<file path="src/rtl/accum_cpu_param_if.sv">
// Host-side bus of the parametrised accumulator CPU.
//   master: the loader/sequencer that drives commands and watches the core state
//   slave : the CPU core
// Signals:
//   cmd_i    0 LOADPROG, 1 LOADDATA, 2 SETPC, 3 RUN
//   valid_i  qualifies cmd_i/data_i
//   data_i   load data, opcode in [3:0], SETPC target in [ADDR_W-1:0]
//   cond_i   external jump condition
//   step_i   single-step enable for RUN
//   acc_o, pc_o, zero_o, carry_o, halted_o  architectural state driven to the pads
interface accum_cpu_param_if #(
  parameter int DATA_W = 8,
  parameter int ADDR_W = 4
);
  logic [1:0]        cmd_i;
  logic              valid_i;
  logic [DATA_W-1:0] data_i;
  logic              cond_i;
  logic              step_i;
  logic [DATA_W-1:0] acc_o;
  logic [ADDR_W-1:0] pc_o;
  logic              zero_o;
  logic              carry_o;
  logic              halted_o;

  modport master (
    output cmd_i, valid_i, data_i, cond_i, step_i,
    input  acc_o, pc_o, zero_o, carry_o, halted_o
  );

  modport slave (
    input  cmd_i, valid_i, data_i, cond_i, step_i,
    output acc_o, pc_o, zero_o, carry_o, halted_o
  );
endinterface

</file>
<file path="src/rtl/accum_cpu_param.sv">
// Parametrised accumulator CPU. Program (4-bit opcodes) and data (DATA_W words) files are
// loaded through the host bus, then executed one instruction per enabled RUN cycle.
// Ports:
//   clock    rising-edge clock
//   reset_n  asynchronous active-low reset, clears all state including both memories
//   bus      accum_cpu_param_if.slave: command/data inputs, acc/pc/flags/halted outputs
// Parameters:
//   DATA_W   accumulator and data word width (>=4)
//   ADDR_W   program/data address width, depth 2**ADDR_W
//   STEP_EN  1: RUN only executes on cycles with step_i=1; 0: step_i ignored
module accum_cpu_param #(
  parameter int DATA_W  = 8,
  parameter int ADDR_W  = 4,
  parameter int STEP_EN = 1
) (
  input  logic              clock,
  input  logic              reset_n,
  accum_cpu_param_if.slave  bus
);

  localparam int DEPTH = 2 ** ADDR_W;
  localparam int SH_W  = $clog2(DATA_W);

  localparam logic [1:0] CMD_LOADPROG = 2'd0;
  localparam logic [1:0] CMD_LOADDATA = 2'd1;
  localparam logic [1:0] CMD_SETPC    = 2'd2;
  localparam logic [1:0] CMD_RUN      = 2'd3;

  localparam logic [3:0] OP_LOAD  = 4'd0,  OP_STORE = 4'd1,  OP_ADD = 4'd2,  OP_MUL  = 4'd3;
  localparam logic [3:0] OP_SUB   = 4'd4,  OP_SHL   = 4'd5,  OP_SHR = 4'd6,  OP_JIF  = 4'd7;
  localparam logic [3:0] OP_JZ    = 4'd8,  OP_JC    = 4'd9,  OP_EQ  = 4'd10, OP_NEQ  = 4'd11;
  localparam logic [3:0] OP_AND   = 4'd12, OP_OR    = 4'd13, OP_NOT = 4'd14, OP_HALT = 4'd15;

  typedef enum logic {ACTIVE, HALT} state_t;

  state_t            state, state_n;
  logic [ADDR_W-1:0] pc, pc_n, npc;
  logic [DATA_W-1:0] acc, acc_n;
  logic              z, z_n, c, c_n;
  logic              cond_q, cond_n;

  logic [3:0]        prog_mem [DEPTH];
  logic [DATA_W-1:0] data_mem [DEPTH];

  logic              prog_we, data_we;
  logic [ADDR_W-1:0] data_wa;
  logic [DATA_W-1:0] data_wd;

  logic [3:0]          op;
  logic [DATA_W-1:0]   d;
  logic [DATA_W:0]     sum;
  logic [2*DATA_W-1:0] prod;
  logic                run_en;

  // Shift amounts larger than the word are clamped to DATA_W-1 rather than flushing to zero.
  function automatic logic [SH_W-1:0] shamt_sat(input logic [DATA_W-1:0] amt);
    if (amt > DATA_W'(DATA_W - 1)) return SH_W'(DATA_W - 1);
    else                           return amt[SH_W-1:0];
  endfunction

  assign op   = prog_mem[pc];
  assign d    = data_mem[pc];
  assign npc  = pc + 1'b1;
  assign sum  = {1'b0, acc} + {1'b0, d};
  assign prod = {{DATA_W{1'b0}}, acc} * {{DATA_W{1'b0}}, d};

  assign run_en = (state == ACTIVE) && ((STEP_EN == 0) || bus.step_i);

  always_comb begin
    state_n = state;
    pc_n    = pc;
    acc_n   = acc;
    z_n     = z;
    c_n     = c;
    cond_n  = cond_q;
    prog_we = 1'b0;
    data_we = 1'b0;
    data_wa = pc;
    data_wd = bus.data_i;
    if (bus.valid_i) begin
      cond_n = bus.cond_i;
      unique case (bus.cmd_i)
        CMD_LOADPROG: begin
          prog_we = 1'b1;
          pc_n    = npc;
        end
        CMD_LOADDATA: begin
          data_we = 1'b1;
          pc_n    = npc;
        end
        CMD_SETPC: begin
          pc_n    = bus.data_i[ADDR_W-1:0];
          state_n = ACTIVE;
        end
        CMD_RUN: begin
          if (run_en) begin
            pc_n = npc;
            unique case (op)
              OP_LOAD:  acc_n = d;
              OP_STORE: begin
                data_we = 1'b1;
                data_wa = d[ADDR_W-1:0];
                data_wd = acc;
              end
              OP_ADD:   {c_n, acc_n} = sum;
              OP_MUL: begin
                acc_n = prod[DATA_W-1:0];
                c_n   = |prod[2*DATA_W-1:DATA_W];
              end
              OP_SUB: begin
                acc_n = acc - d;
                c_n   = (acc < d);
              end
              OP_SHL:   acc_n = acc << shamt_sat(d);
              OP_SHR:   acc_n = acc >> shamt_sat(d);
              OP_JIF:   if (cond_q) pc_n = d[ADDR_W-1:0];
              OP_JZ:    if (z)      pc_n = d[ADDR_W-1:0];
              OP_JC:    if (c)      pc_n = d[ADDR_W-1:0];
              OP_EQ:    acc_n = {{(DATA_W-1){1'b0}}, (acc == d)};
              OP_NEQ:   acc_n = {{(DATA_W-1){1'b0}}, (acc != d)};
              OP_AND:   acc_n = acc & d;
              OP_OR:    acc_n = acc | d;
              OP_NOT:   acc_n = ~acc;
              OP_HALT: begin
                pc_n    = pc;
                state_n = HALT;
              end
              default: ;
            endcase
            // Z tracks the new accumulator only for ops that produce one.
            if (!(op inside {OP_STORE, OP_JIF, OP_JZ, OP_JC, OP_HALT}))
              z_n = (acc_n == '0);
          end
        end
        default: ;
      endcase
    end
  end

  always_ff @(posedge clock or negedge reset_n) begin
    if (!reset_n) begin
      state  <= ACTIVE;
      pc     <= '0;
      acc    <= '0;
      z      <= 1'b0;
      c      <= 1'b0;
      cond_q <= 1'b0;
      for (int i = 0; i < DEPTH; i++) begin
        prog_mem[i] <= '0;
        data_mem[i] <= '0;
      end
    end else begin
      state  <= state_n;
      pc     <= pc_n;
      acc    <= acc_n;
      z      <= z_n;
      c      <= c_n;
      cond_q <= cond_n;
      if (prog_we) prog_mem[pc]      <= bus.data_i[3:0];
      if (data_we) data_mem[data_wa] <= data_wd;
    end
  end

  assign bus.acc_o    = acc;
  assign bus.pc_o     = pc;
  assign bus.zero_o   = z;
  assign bus.carry_o  = c;
  assign bus.halted_o = (state == HALT);

endmodule

</file>
<file path="src/flat_wrapper.sv">
// flat-port wrapper written by rule: the top's interface ports become plain ports
module accum_cpu_param_flat 
#(
  parameter int DATA_W  = 8,
  parameter int ADDR_W  = 4,
  parameter int STEP_EN = 1
)
  (clock, reset_n, bus_cmd_i, bus_valid_i, bus_data_i, bus_cond_i, bus_step_i, bus_acc_o, bus_pc_o, bus_zero_o, bus_carry_o, bus_halted_o);
  accum_cpu_param_if #(.DATA_W(DATA_W), .ADDR_W(ADDR_W)) bus_i ();
  input  logic clock;
  input  logic reset_n;
  input wire logic [$bits(bus_i.cmd_i)-1:0] bus_cmd_i;
  input wire logic [$bits(bus_i.valid_i)-1:0] bus_valid_i;
  input wire logic [$bits(bus_i.data_i)-1:0] bus_data_i;
  input wire logic [$bits(bus_i.cond_i)-1:0] bus_cond_i;
  input wire logic [$bits(bus_i.step_i)-1:0] bus_step_i;
  output wire logic [$bits(bus_i.acc_o)-1:0] bus_acc_o;
  output wire logic [$bits(bus_i.pc_o)-1:0] bus_pc_o;
  output wire logic [$bits(bus_i.zero_o)-1:0] bus_zero_o;
  output wire logic [$bits(bus_i.carry_o)-1:0] bus_carry_o;
  output wire logic [$bits(bus_i.halted_o)-1:0] bus_halted_o;
  assign bus_i.cmd_i = bus_cmd_i;
  assign bus_i.valid_i = bus_valid_i;
  assign bus_i.data_i = bus_data_i;
  assign bus_i.cond_i = bus_cond_i;
  assign bus_i.step_i = bus_step_i;
  assign bus_acc_o = bus_i.acc_o;
  assign bus_pc_o = bus_i.pc_o;
  assign bus_zero_o = bus_i.zero_o;
  assign bus_carry_o = bus_i.carry_o;
  assign bus_halted_o = bus_i.halted_o;
  accum_cpu_param #(.DATA_W(DATA_W), .ADDR_W(ADDR_W), .STEP_EN(STEP_EN)) u_core (.clock(clock), .reset_n(reset_n), .bus(bus_i));
endmodule
</file>
<file path="config.mk">
export PLATFORM = sky130hd
export DESIGN_NAME = accum_cpu_param_flat
export DESIGN_NICKNAME = d
export VERILOG_FILES = /design/src/rtl/accum_cpu_param_if.sv /design/src/rtl/accum_cpu_param.sv /design/src/flat_wrapper.sv
export SDC_FILE = /design/constraint.sdc
export NUM_CORES = 1
export LEC_CHECK = 0
export ABC_AREA = 1
export CAP_MARGIN = 20
export CORE_ASPECT_RATIO = 1.75
export CORE_MARGIN = 2
export CORE_UTILIZATION = 40
export DETAILED_ROUTE_END_ITERATION = 12
export PLACE_DENSITY = 0.59
export SLEW_MARGIN = 20
export SYNTH_ARGS = -nofsm -noshare
export SYNTH_HDL_FRONTEND = slang
export SYNTH_SLANG_ARGS = --single-unit
</file>
<file path="constraint.sdc">
create_clock -name clock -period 11.2 [get_ports clock]
set_input_delay 3.36 -clock clock [delete_from_list [all_inputs] [get_ports clock]]
set_output_delay 3.36 -clock clock [all_outputs]
set_load 0.03 [all_outputs]
</file>
Word level (Yosys, flattened, before mapping)
Index checks and enable logic that the tools add are counted.
{ "op_classes": {"add_sub_neg": 3, "n_mul": 1, "n_div": 0, "magnitude_cmp": 6, "eq_ne": 23, "shift": 2, "n_mux": 49, "n_bitwise": 7, "reduce_logical": 16} }
{ "ops": {"columns": ["operator", "count"], "rows": [
  ["128-bit bitwise mux", 1],
  ["8-bit case mux with 11 select lines", 1],
  ["8-bit 2-to-1 mux", 10],
  ["64-bit bitwise mux", 1],
  ["4-bit 2-to-1 mux", 11],
  ["8-bit binary-select mux with 4-bit select", 1],
  ["8-bit demux with 4-bit select", 1],
  ["4-bit equality test (second input constant)", 8],
  ["3-bit 2-to-1 mux", 9],
  ["4-bit binary-select mux with 4-bit select", 1],
  ["4-bit demux with 4-bit select", 1],
  ["4-bit by 3-bit equality test with 1-bit output (second input constant)", 4],
  ["8-bit by 8-bit multiplier with 16-bit output", 1],
  ["4-bit case mux with 4 select lines", 1],
  ["4-bit case mux with 3 select lines", 1],
  ["4-bit AND reduction", 3],
  ["5-bit >= comparator (second input constant)", 2],
  ["5-bit by 1-bit less-than comparator with 1-bit output (second input constant)", 2],
  ["4-bit NOT with 5-bit output", 2],
  ["8-bit by 8-bit adder with 9-bit output", 1],
  ["8-bit AND", 1],
  ["4-bit by 2-bit equality test with 1-bit output (second input constant)", 2],
  ["8-bit equality test", 1],
  ["8-bit by 3-bit > comparator with 1-bit output (second input constant)", 1],
  ["27 further kinds", 40]
]} }
{ "totals": {"register_bits": 208, "latchBits": 0, "mem_bits_rw": 0, "romBits": 0, "in_bits": 15, "out_inout_bits": 15, "word_cells": 145, "memories": 0} }

Depth between registers and ports, before layout
Gate-level depths: netlist of run 1.
{ "logic_depth": {"word_depth": 16, "ltp_mapped": 35, "ltp_nobuf": 33} }

Worst setup path after synthesis of run 1
OpenSTA, ideal clock, no wires.
{ "synth_path": {"path_type": "register -> register", "from": "register u_core.pc[1], in the netlist u_core.bus.pc_o[1]", "to": "register u_core.c, in the netlist u_core.bus.carry_o", "setup_ps": 139, "arrival_ps": 5372, "required_time_ps": 11061, "setup_slack_ps": 5689, "stages_incl_launch_ff": 27, "n_path_buf": 3, "synth_period_minus_slack_ps": 5511, "cell_sequence": "dfrtp_1 > buf_4 > inv_2 > buf_2 > buf_2 > o21ai_0 > o21ai_0 > nand2_1 > nand2_1 > inv_1 > nand2_2 > nand2_1 > fa_1 > fa_1 > fa_1 > fa_1 > inv_1 > ha_1 > a21oi_1 > a21boi_0 > o21ai_0 > xor2_1 > nand3_1 > nor3b_1 > nand4_1 > nand2_1 > a41oi_1"} }
{ "synth_via": {"elab_chain_len": 7, "elab_cells_between_ends": 17, "cone_classes": "add/sub (1); mul (1); order compare (1); eq/ne (3); mux (7); bitwise (1); reduce/logical (3)"} }
{ "synth_lines": {"columns": ["item", "line_no", "text"], "rows": [
  ["start, declared", "accum_cpu_param.sv:37", "logic [ADDR_W-1:0] pc, pc_n, npc;"],
  ["start signal, assigned", "accum_cpu_param.sv:154", "pc <= pc_n;"],
  ["4-bit NOT with 5-bit output (not written as such) *", "accum_cpu_param.sv:61, accum_cpu_param.sv:62", null],
  ["8-bit binary-select mux with 4-bit select / 4-bit binary-select mux with 4-bit select (equally long branches)", "accum_cpu_param.sv:62, accum_cpu_param.sv:61", null],
  ["8-bit 2-to-1 mux (not written as such) / 4-bit 2-to-1 mux (equally long branches) (2 in series)", "accum_cpu_param.sv:62, accum_cpu_param.sv:61", null],
  ["8-bit by 8-bit multiplier with 16-bit output, or another cell as far along", "accum_cpu_param.sv:65", "assign prod = {{DATA_W{1'b0}}, acc} * {{DATA_W{1'b0}}, d};"],
  ["8-bit OR reduction / 3-bit nonzero test (equally long branches)", null, null],
  ["1-bit case mux with 3 select lines / 4-bit AND reduction (equally long branches)", null, null],
  ["end signal, assigned", "accum_cpu_param.sv:157", "c <= c_n;"],
  ["end, declared", "accum_cpu_param.sv:39", "logic z, z_n, c, c_n;"]
]} }
Mark *: on every way between the ends. The rest lies on a longest branch, timed or not. The select of a mux whose other input is x is not followed.
A chain may end at the register's enable or synchronous reset.

Final worst setup path of run 1
{ "layout_path": {"from": "register u_core.pc[0], in the netlist u_core.bus.pc_o[0]", "to": "register u_core.c, in the netlist u_core.bus.carry_o"} }
Same word-level chain as after synthesis.

==> results.md, run 1 <==
* Status: finished clean
* Hold Vio Cnt, Final at 0
* Initial core utilization at 0.405
* Global placer's final weighted congestion at 1.01
* Worst min-delay path class: flop to flop
* Mean routed wirelength per cell at 19.0 µm
* First-pass GRT wire length at 75.3 mm
* Number of detailed-routing iterations run before antenna repair at 6
* Standard-cell rows at 92
* Clock period minus final worst setup slack at 7160 ps
* Number of buffers added for setup after CTS at 0
* Layout Nets at 2162
* Fill cell total of the finished layout at 3801
* Number of library cell types mapped by synthesis at 45
* Sum of routed wire length over all layers at 48.0 mm
* Total clock buffers created by CTS at 21
* Worst Path Class, Setup: flop to flop
* Seq/Total Area, Yosys at 0.356
* Area added between synthesis and finish at 8.62%
* Total routing usage reported by global routing at 0.255
* Largest buffer count on any clock path at 3
* # DRC at 0
* CTS tree: built
* DP HPWL at 35.2 mm
* Number of failing setup endpoints in the final timing report at 0
* Worst setup skew after layout at 25.5 ps
* Remaining global-route overflow at 0
* Vias in the first global route at 13400
* Via count at 13200
* RSZ-0062 raised after global routing: false
* Via density per instance at 5.22
* Summed negative setup slack over all endpoints at 0 ps
* Adder and majority gate portion of the synthesized area at 0.107
* Maximum fanout count along the critical path at 66
* Die ar. at 38100 µm²
* Horizontal die dimension at 148 µm
* Share of final-layout standard cells stronger than drive strength 1 at 0.0631
* Largest stage delay, worst path at 680 ps
* Upper clock frequency limit at 0.140 GHz
* Count of buffers from port buffering at 29
* Antenna diode instance count at 0
* Multiplexer share of the synthesized area at 0
* Number of buffers inserted by hold repair at cts at 0
* Critical path buffer and inverter count at 4
* Antenna violations before repair at 0
* CTS Sinks at 208
* I/O pins at 30
* Per-instance average area after synthesis at 7.10 µm²
* Post-route clock period utilization at 0.639
* H-tree level count at 1
* Clock slew seen by the registers of the worst setup and hold paths at 70 ps
* Kind of cell adding the most delay to the critical path: adder cells
* Critical path launch point type: flop
* Rel. slew slack at 0.338
* Number of synthesized register bits at 208
* Number of cells upsized or downsized after cts at 0
* Worst EP arrival at 7570 ps
* Number of nets produced by synthesis at 2174
* Fraction of the mapped netlist area in simple logic gates at 0.296
* Pin count of the biggest net entering global routing at 92
* Most prevalent standard cell on the critical path: nand2_1
* YS warnings at 0
* Final Max Slew Viols at 0
* Number of nets still failing antenna checks after routing at 0
* Root Buffer: clkbuf_16
* Post-Synth XOR/XNOR Area at 0.0102
* Critical-path cell with the highest stage delay: buf_4
* # Max-Cap Violations at 0
* Area fraction in compound gates after synthesis at 0.127
* Chip height at 257 µm
* CP Capture Type: flop
* Number of cells produced by synthesis at 2057
* Drt first-iter violations at 781
* Critical path data required time at 11610 ps
* Slew at the pin closest to its max-slew limit at 993 ps
* Later-pin clock latency in the skew report at 540 ps
* Dominant combinational cell family by area after synthesis: simple AND/OR/NAND/NOR gates
* Post-synthesis instance area at 14600 µm²
* Core box area at 36000 µm²
[per-stage QoR]
stage | setup WS (ps) | hold WS (ps) | cells | util | cell area (µm²)
after floorplan | 5690 | 453 | 2057 | - | 14600
after global placement | 4170 | 466 | 2492 | 0.421 | 15200
after detailed placement | 4090 | 474 | 2492 | 0.421 | 15200
after CTS | 4070 | 489 | 2530 | 0.440 | 15900
after global routing | 3610 | 503 | 2530 | 0.440 | 15900
final | 4040 | 484 | 2530 | 0.440 | 15900
[sequential cells by signal, indices dropped and copies added (netlist names)]
signal,cells
u_core.bus.carry_o,1
u_core.data_mem,128
u_core.bus.zero_o,1
u_core.bus.acc_o,8
u_core.bus.pc_o,4
u_core.prog_mem,64
u_core.bus.halted_o,1
u_core.cond_q,1
[worst min-delay path, stage by stage, from the launching register on]
cell and delay [ps]:
dfrtp_1 340, nand2_1 50, o21ai_1 60
[kinds of logic after synthesis]
family / after synthesis
and+or+nand+nor: 1021
xor gates and xnor gates: 17
buffers and inverters: 359
adders and majority gates: 102
AOI/OAI and AO/OA: 350
DFF: 208
[Yosys cell counts (all sizes together)]
master | instances | area share
dfrtp | 208 | 0.36
a21boi | 1 | 0.00051
xor2 | 15 | 0.0090
a41oi | 2 | 0.0012
nand3b | 7 | 0.0036
a221oi | 1 | 0.00060
nor2 | 171 | 0.052
or2 | 2 | 0.00086
nand2 | 697 | 0.19
xnor2 | 2 | 0.0012
nor4 | 1 | 0.00043
inv | 278 | 0.072
o211ai | 9 | 0.0046
nand3 | 118 | 0.041
nand4 | 16 | 0.0089
o2111ai | 2 | 0.0012
a31oi | 4 | 0.0017
nor3 | 8 | 0.0027
o22ai | 14 | 0.0060
ha | 64 | 0.055
fa | 38 | 0.052
o21bai | 2 | 0.0010
o21ai | 277 | 0.096
a21oi | 34 | 0.012
clkinv | 4 | 0.0014
a22oi | 4 | 0.0021
clkbuf | 22 | 0.0057
nor3b | 1 | 0.00051
buf | 55 | 0.025
[path summary, 6_finish.rpt]
kind	from	to	slack, ps	cells past startpoint
worst max-delay path	u_core.bus.pc_o[0]	u_core.bus.carry_o	4040	25
max in group asynchronous	reset_n	u_core.data_mem[35]	6240	3
min in group asynchronous	reset_n	u_core.data_mem[118]	2880	1
worst max register to register	u_core.bus.pc_o[0]	u_core.bus.carry_o	4040	25
worst min register to register	u_core.data_mem[104]	u_core.data_mem[104]	480	2
worst min-delay path	u_core.data_mem[104]	u_core.data_mem[104]	480	2
[routing by layer]
metal  global-route usage  vias to the layer above  routed length [µm]
li1                     -                     6465                   -
met1                0.281                     6304               18200
met2                0.474                      319               25400
met3               0.0258                      124                1580
met4                0.136                        0                2760
met5                    0                        -                   0
[placed cells by master, fill, tap and decap left out, types with 5 or more instances in the layout]
cell type / n
nor2_4: 9
nand3b_1: 7
clkbuf_16: 21
nand3_1: 116
a21oi_1: 34
nor3_1: 8
fa_1: 38
nor2_1: 151
inv_2: 11
nand2_4: 5
nor2_2: 9
xor2_1: 15
dfrtp_1: 206
nand2_2: 23
o21ai_2: 10
nand4_1: 14
buf_4: 13
o21ai_1: 139
ha_1: 64
clkbuf_8: 5
inv_1: 266
clkinv_2: 9
o21ai_0: 128
clkdlybuf4s50_1: 28
nand2_1: 669
o22ai_1: 14
o211ai_1: 9
[final cells by class]
type | instances | area (µm²) | area share
repair buffers | 42 | 392 | 0.0247
inverters | 282 | 1070 | 0.0672
flip-flops and latches | 208 | 5210 | 0.328
well taps | 470 | 588 | 0.0371
multi-input cells | 1490 | 7910 | 0.499
clock buffers | 26 | 584 | 0.0368
clock inverters | 12 | 114 | 0.00718
Power of run 1 is not shown: default switching activity piles up to over one toggle a cycle in this logic, so the estimate is an artifact.
==> run 2: changes to the inputs <==
--- a/config.mk
+++ b/config.mk
@@ -11,7 +11,7 @@
 export CORE_MARGIN = 2
 export CORE_UTILIZATION = 40
 export DETAILED_ROUTE_END_ITERATION = 12
-export PLACE_DENSITY = 0.59
+export PLACE_DENSITY = 0.61
 export SLEW_MARGIN = 20
 export SYNTH_ARGS = -nofsm -noshare
 export SYNTH_HDL_FRONTEND = slang
==> constraint.sdc (replaced) <==
create_clock -name clock -period 6.3 [get_ports clock]
set_input_delay 1.89 -clock clock [delete_from_list [all_inputs] [get_ports clock]]
set_output_delay 1.89 -clock clock [all_outputs]
set_load 0.03 [all_outputs]
==> run 2 against run 1 <==
  * Final cell count up 0.79%
  * Wire length rose by 1.6%
  * First-iteration DRC count is 4.1% lower
  * Global-route usage grew 0.19 points
  * Cell area rose by 1.2%
  * Fmax up 22%
  * Clock-buffer cell count is 2 higher
  * Sequential share of layout area is 0.40 points lower
  * Worst setup slack lost 3600 ps
  * Utilization is 0.55 points higher
==> results.md, run 2 (synthesis results as in run 1) <==
* Via count at 13300
* Global placer's final weighted congestion at 0.996
* Worst Path Class, Setup: flop to flop
* Most common cell after layout, fill and taps aside: nand2_1
* Later-pin clock latency in the skew report at 520 ps
* Largest stage delay, worst path at 590 ps
* Sum of routed wire length over all layers at 48.7 mm
* First-pass GRT wire length at 75.7 mm
* Die ar. at 38100 µm²
* Worst EP arrival at 6230 ps
* Root Buffer: clkbuf_16
* Layout Nets at 2184
* Summed negative setup slack over all endpoints at 0 ps
* Remaining global-route overflow at 0
* Mean routed wirelength per cell at 19.1 µm
* Upper clock frequency limit at 0.170 GHz
* Initial core utilization at 0.405
* Min-Delay Path Depth at 2
* Hold Vio Cnt, Final at 0
* Number of nets still failing antenna checks after routing at 0
* Standard-cell rows at 92
* CP Capture Type: flop
* Hold endpoint: u_core.prog_mem[29]
* Number of failing setup endpoints in the final timing report at 0
* Antenna diode instance count at 0
* Total clock buffers created by CTS at 21
* Rel. slew slack at 0.305
* RSZ-0062 raised after global routing: false
* Total routing usage reported by global routing at 0.257
* Drt first-iter violations at 749
* Share of final-layout standard cells stronger than drive strength 1 at 0.0712
* Number of detailed-routing iterations run before antenna repair at 5
* Clock slew seen by the registers of the worst setup and hold paths at 60 ps
* Largest reg by FF count: u_core.data_mem
* Largest buffer count on any clock path at 3
* Maximum fanout count along the critical path at 22
* Horizontal die dimension at 148 µm
* CTS Sinks at 208
* Critical path buffer and inverter count at 5
* CTS tree: built
* Area added between synthesis and finish at 9.97%
* Antenna violations before repair at 0
* Chip height at 257 µm
* Commonest non-fill, non-tap cells in the layout: 669 x nand2_1, 266 x inv_1, 205 x dfrtp_1, 152 x nor2_1, 141 x o21ai_1
* R2R Setup Slk at 430 ps
* Most prevalent standard cell on the critical path: nand2_1
* DP HPWL at 35.7 mm
* Worst setup skew after layout at 19.8 ps
* Max reg flops at 128
* # Max-Cap Violations at 0
* Final hold slack at 485 ps
* Final setup slack of the worst path at 427 ps
* Number of buffers inserted by hold repair at cts at 0
* Worst min-delay path class: flop to flop
* Core box area at 36000 µm²
* Count of buffers from port buffering at 29
* Kind of cell adding the most delay to the critical path: adder cells
* Critical path data required time at 6660 ps
* Critical-path cell with the highest stage delay: fa_1
* Post-route clock period utilization at 0.932
* Setup slack at placement at 110 ps
* # DRC at 0
* Clock period minus final worst setup slack at 5870 ps
* Crit Reg-Reg Startpoint: u_core.bus.pc_o[0]
* H-tree level count at 1
* I/O pins at 30
* Slew at the pin closest to its max-slew limit at 1040 ps
* Pin count of the biggest net entering global routing at 105
* Beginning of the worst hold path: u_core.prog_mem[29]
* Via density per instance at 5.22
* Status: finished clean
* Length in cells of the worst reg-to-reg path at 26
* Vias in the first global route at 13400
* Terminus of the critical flop-to-flop path: u_core.bus.carry_o
* Critical path launch point type: flop
* Final Max Slew Viols at 0
run 2: cell count changes in the layout (fill, tap and decap cells not counted), sizes merged:
cell    change
buf        +21
clkinv      -3
bufinv      -1
clkbuf      +3
run 2: cell type report:
cell class	instances	area [µm²]
clock buffer	28	592
fill	3748	20000
tap	470	588
inverter	282	1080
timing repair buffer	64	607
clock inverter	8	72.6
multi-input combinational	1490	7910
sequential	208	5210
run 2: metrics by stage:
step                       util  cells  instance area (µm²)
after floorplan               -   2057                14600
after global placement    0.426   2513                15300
after detailed placement  0.426   2513                15300
after CTS                 0.444   2549                16000
after global routing      0.446   2550                16100
final                     0.446   2550                16100
run 2: worst max-delay path by stage:
stage,start,endpoint,slack (ps),depth (start not counted)
after floorplan,u_core.bus.pc_o[1],u_core.bus.carry_o,790,26
after global placement,u_core.bus.pc_o[2],u_core.bus.zero_o,270,31
after detailed placement,u_core.bus.pc_o[2],u_core.bus.carry_o,110,25
after CTS,u_core.bus.pc_o[2],u_core.bus.carry_o,80,25
after global routing,u_core.bus.pc_o[0],u_core.bus.carry_o,20,26
final,u_core.bus.pc_o[0],u_core.bus.carry_o,430,26
run 2: repair_timing:
action | in CTS | in global routing
endpoints found under the setup margin | 0 | 3
resized for setup | 0 | 13
hold endpoints to repair | 0 | 0
buffers inserted | 0 | 0
run 2: tightest hold or removal path, cell delays in order, from the launching register on:
cell	delay, ps
dfrtp_1	340
nand2_1	50
o21ai_0	60
run 2: layer usage:
| metal | up-vias | share of wire | track usage |
|---|---|---|---|
| met1 | 6279 | 0.37 | 0.276 |
| met4 | 0 | 0.078 | 0.175 |
| li1 | 6506 | - | - |
| met2 | 368 | 0.51 | 0.463 |
| met5 | - | 0 | 0 |
| met3 | 166 | 0.041 | 0.0324 |
Power of run 2 is left out for the same reason.
==> run 3: changes to the inputs <==
--- a/config.mk
+++ b/config.mk
@@ -8,7 +8,6 @@
 export ABC_AREA = 1
 export CAP_MARGIN = 20
 export CORE_ASPECT_RATIO = 1.75
-export CORE_MARGIN = 2
 export CORE_UTILIZATION = 40
 export DETAILED_ROUTE_END_ITERATION = 12
 export PLACE_DENSITY = 0.61
==> run 3 against run 2 <==
  * Worst hold slack is essentially flat
  * Non-clock buffer count shrank 6
  * Flip-flop and latch count is the same
  * Critical endpoint unchanged
  * Largest cell class unchanged
  * Critical path depth shrank 4
  * Register-to-register slack lost 90 ps
  * Cell area is essentially flat
  * Sequential share of layout area is essentially flat
  * Clock skew shrank 2.3 ps
==> results.md, run 3 (synthesis results as in run 1) <==
* Kind of cell adding the most delay to the critical path: adder cells
* Maximum fanout count along the critical path at 12
* Fill cell total of the finished layout at 3722
* Commonest non-fill, non-tap cells in the layout: 669 x nand2_1, 266 x inv_1, 205 x dfrtp_1, 153 x nor2_1, 142 x o21ai_1
* Number of nets still failing antenna checks after routing at 0
* H-tree level count at 1
* CP Capture Type: flop
* Global placer's final weighted congestion at 1.15
* Final setup slack of the worst path at 334 ps
* Die ar. at 37300 µm²
* Drt first-iter violations at 903
* Worst Path Class, Setup: flop to flop
* I/O pins at 30
* Root Buffer: clkbuf_16
* Largest stage delay, worst path at 580 ps
* Slew at the pin closest to its max-slew limit at 1100 ps
* Clock slew seen by the registers of the worst setup and hold paths at 80 ps
* Summed negative setup slack over all endpoints at 0 ps
* Initial core utilization at 0.405
* Length in cells of the worst reg-to-reg path at 22
* Upper clock frequency limit at 0.168 GHz
* Max reg flops at 128
* Logic depth of the worst path, buffers included at 22
* R2R Setup Slk at 330 ps
* Standard-cell rows at 92
* Rel. slew slack at 0.262
* Later-pin clock latency in the skew report at 510 ps
* DP HPWL at 35.2 mm
* Setup slack at placement at 258 ps
* Final Core Density at 0.446
* Number of detailed-routing iterations run before antenna repair at 5
* Critical path buffer and inverter count at 3
* Largest buffer count on any clock path at 3
* Core box area at 36000 µm²
* Sum of routed wire length over all layers at 48.2 mm
* Worst min-delay path class: flop to flop
* Mean routed wirelength per cell at 19.0 µm
* Worst setup skew after layout at 17.4 ps
* Most common cell after layout, fill and taps aside: nand2_1
* Vias in the first global route at 13400
* Pin count of the biggest net entering global routing at 103
* # Max-Cap Violations at 0
* Clock period minus final worst setup slack at 5970 ps
* Critical path data required time at 6680 ps
* Status: finished clean
* Top Metal Used: met4
* Worst EP arrival at 6340 ps
* CTS Sinks at 208
* Post-route clock period utilization at 0.947
* Count of buffers from port buffering at 29
* Worst path cell trace: nand2_1, inv_2, nand2_1, nand2_1, inv_1, nand2_2, nand2_1, fa_1, fa_1, fa_1, fa_1, inv_1, ha_1, a21oi_1, a21boi_0, o21ai_0, xor2_1, nand3_1, nor3b_1, nand4_1, nand2_1, a41oi_1
* Antenna violations before repair at 0
* Antenna diode instance count at 0
* Crit Reg-Reg Startpoint: u_core.bus.pc_o[3]
* Most prevalent standard cell on the critical path: nand2_1
* Area added between synthesis and finish at 9.93%
* Hold Vio Cnt, Final at 0
* Share of final-layout standard cells stronger than drive strength 1 at 0.0661
* WL met3 at 2.14 mm
* Via density per instance at 5.28
* Largest reg by FF count: u_core.data_mem
* Total clock buffers created by CTS at 20
* Terminus of the critical flop-to-flop path: u_core.bus.carry_o
* Chip height at 255 µm
* CTS tree: built
* Number of buffers added for setup after CTS at 0
* Via count at 13400
* First element of the critical path: u_core.bus.pc_o[3]
* Final Max Slew Viols at 0
* Critical path launch point type: flop
* Number of failing setup endpoints in the final timing report at 0
* # DRC at 0
* Termination of the worst setup path: u_core.bus.carry_o
* M1 WL at 18.1 mm
* Total routing usage reported by global routing at 0.265
* Remaining global-route overflow at 0
* Met2 Wirelength at 24.5 mm
* RSZ-0062 raised after global routing: false
* Horizontal die dimension at 146 µm
* Layout Nets at 2177
* First-pass GRT wire length at 75.6 mm
* Critical-path cell with the highest stage delay: dfrtp_1
==> run 3: changes by cell type in the layout (fill, tap and decap cells not counted), moves of 2 or more <==
cell       previous run  this run
inv_2                 8        11
buf_12                1         5
inv_6                 2         0
inv_4                 3         1
buf_4                32        24
bufinv_16             1         4
clkinv_2              5         3
==> run 3: worst reg2reg max path, cell delays in order, from the launching register on <==
cell	delay [ps]
dfrtp_1	580
nand2_1	220
inv_2	300
nand2_1	180
nand2_1	100
inv_1	40
nand2_2	250
nand2_1	130
fa_1	510
fa_1	510
fa_1	520
fa_1	550
inv_1	40
ha_1	350
a21oi_1	200
a21boi_0	300
o21ai_0	210
xor2_1	170
nand3_1	80
nor3b_1	260
nand4_1	140
nand2_1	80
a41oi_1	110
==> run 3: what timing repair did <==
action | CTS | global route
hold buffers | 0 | 0
setup endpoints to repair | 0 | 1
gates resized for setup | 0 | 1
==> run 3: through the flow <==
step | instances | hold slack (ps) | cell area, µm²
6_report | 2543 | 485 | 16100
5_1_grt | 2543 | 504 | 16100
4_1_cts | 2543 | 489 | 16100
3_5_place_dp | 2508 | 473 | 15300
3_3_place_gp | 2508 | 466 | 15300
2_1_floorplan | 2057 | 453 | 14600
==> run 3: layout make-up <==
type	instances	area, µm²	area share
clock inverter	8	144	0.00896
timing repair buffer	58	574	0.0358
inverter	282	1070	0.0664
multi-input combinational	1490	7890	0.492
clock buffer	27	578	0.0360
tap	470	588	0.0366
sequential	208	5210	0.325
==> run 3: worst min-delay path by stage <==
| stage | from | endpoint | depth (start not counted) |
|---|---|---|---|
| finish | u_core.prog_mem[59] | u_core.prog_mem[59] | 2 |
| global route | u_core.prog_mem[16] | u_core.prog_mem[16] | 2 |
| CTS | u_core.prog_mem[28] | u_core.prog_mem[28] | 2 |
| detailed placement | u_core.data_mem[87] | u_core.data_mem[87] | 2 |
| global placement | u_core.prog_mem[49] | u_core.prog_mem[49] | 2 |
| floorplan | u_core.prog_mem[16] | u_core.prog_mem[16] | 2 |
==> run 3: per-layer routing <==
metal	track usage	vias up
met5	0	-
met4	0.189	0
met3	0.0290	154
met2	0.485	444
met1	0.282	6347
li1	-	6491
Power of run 3 is left out for the same reason.
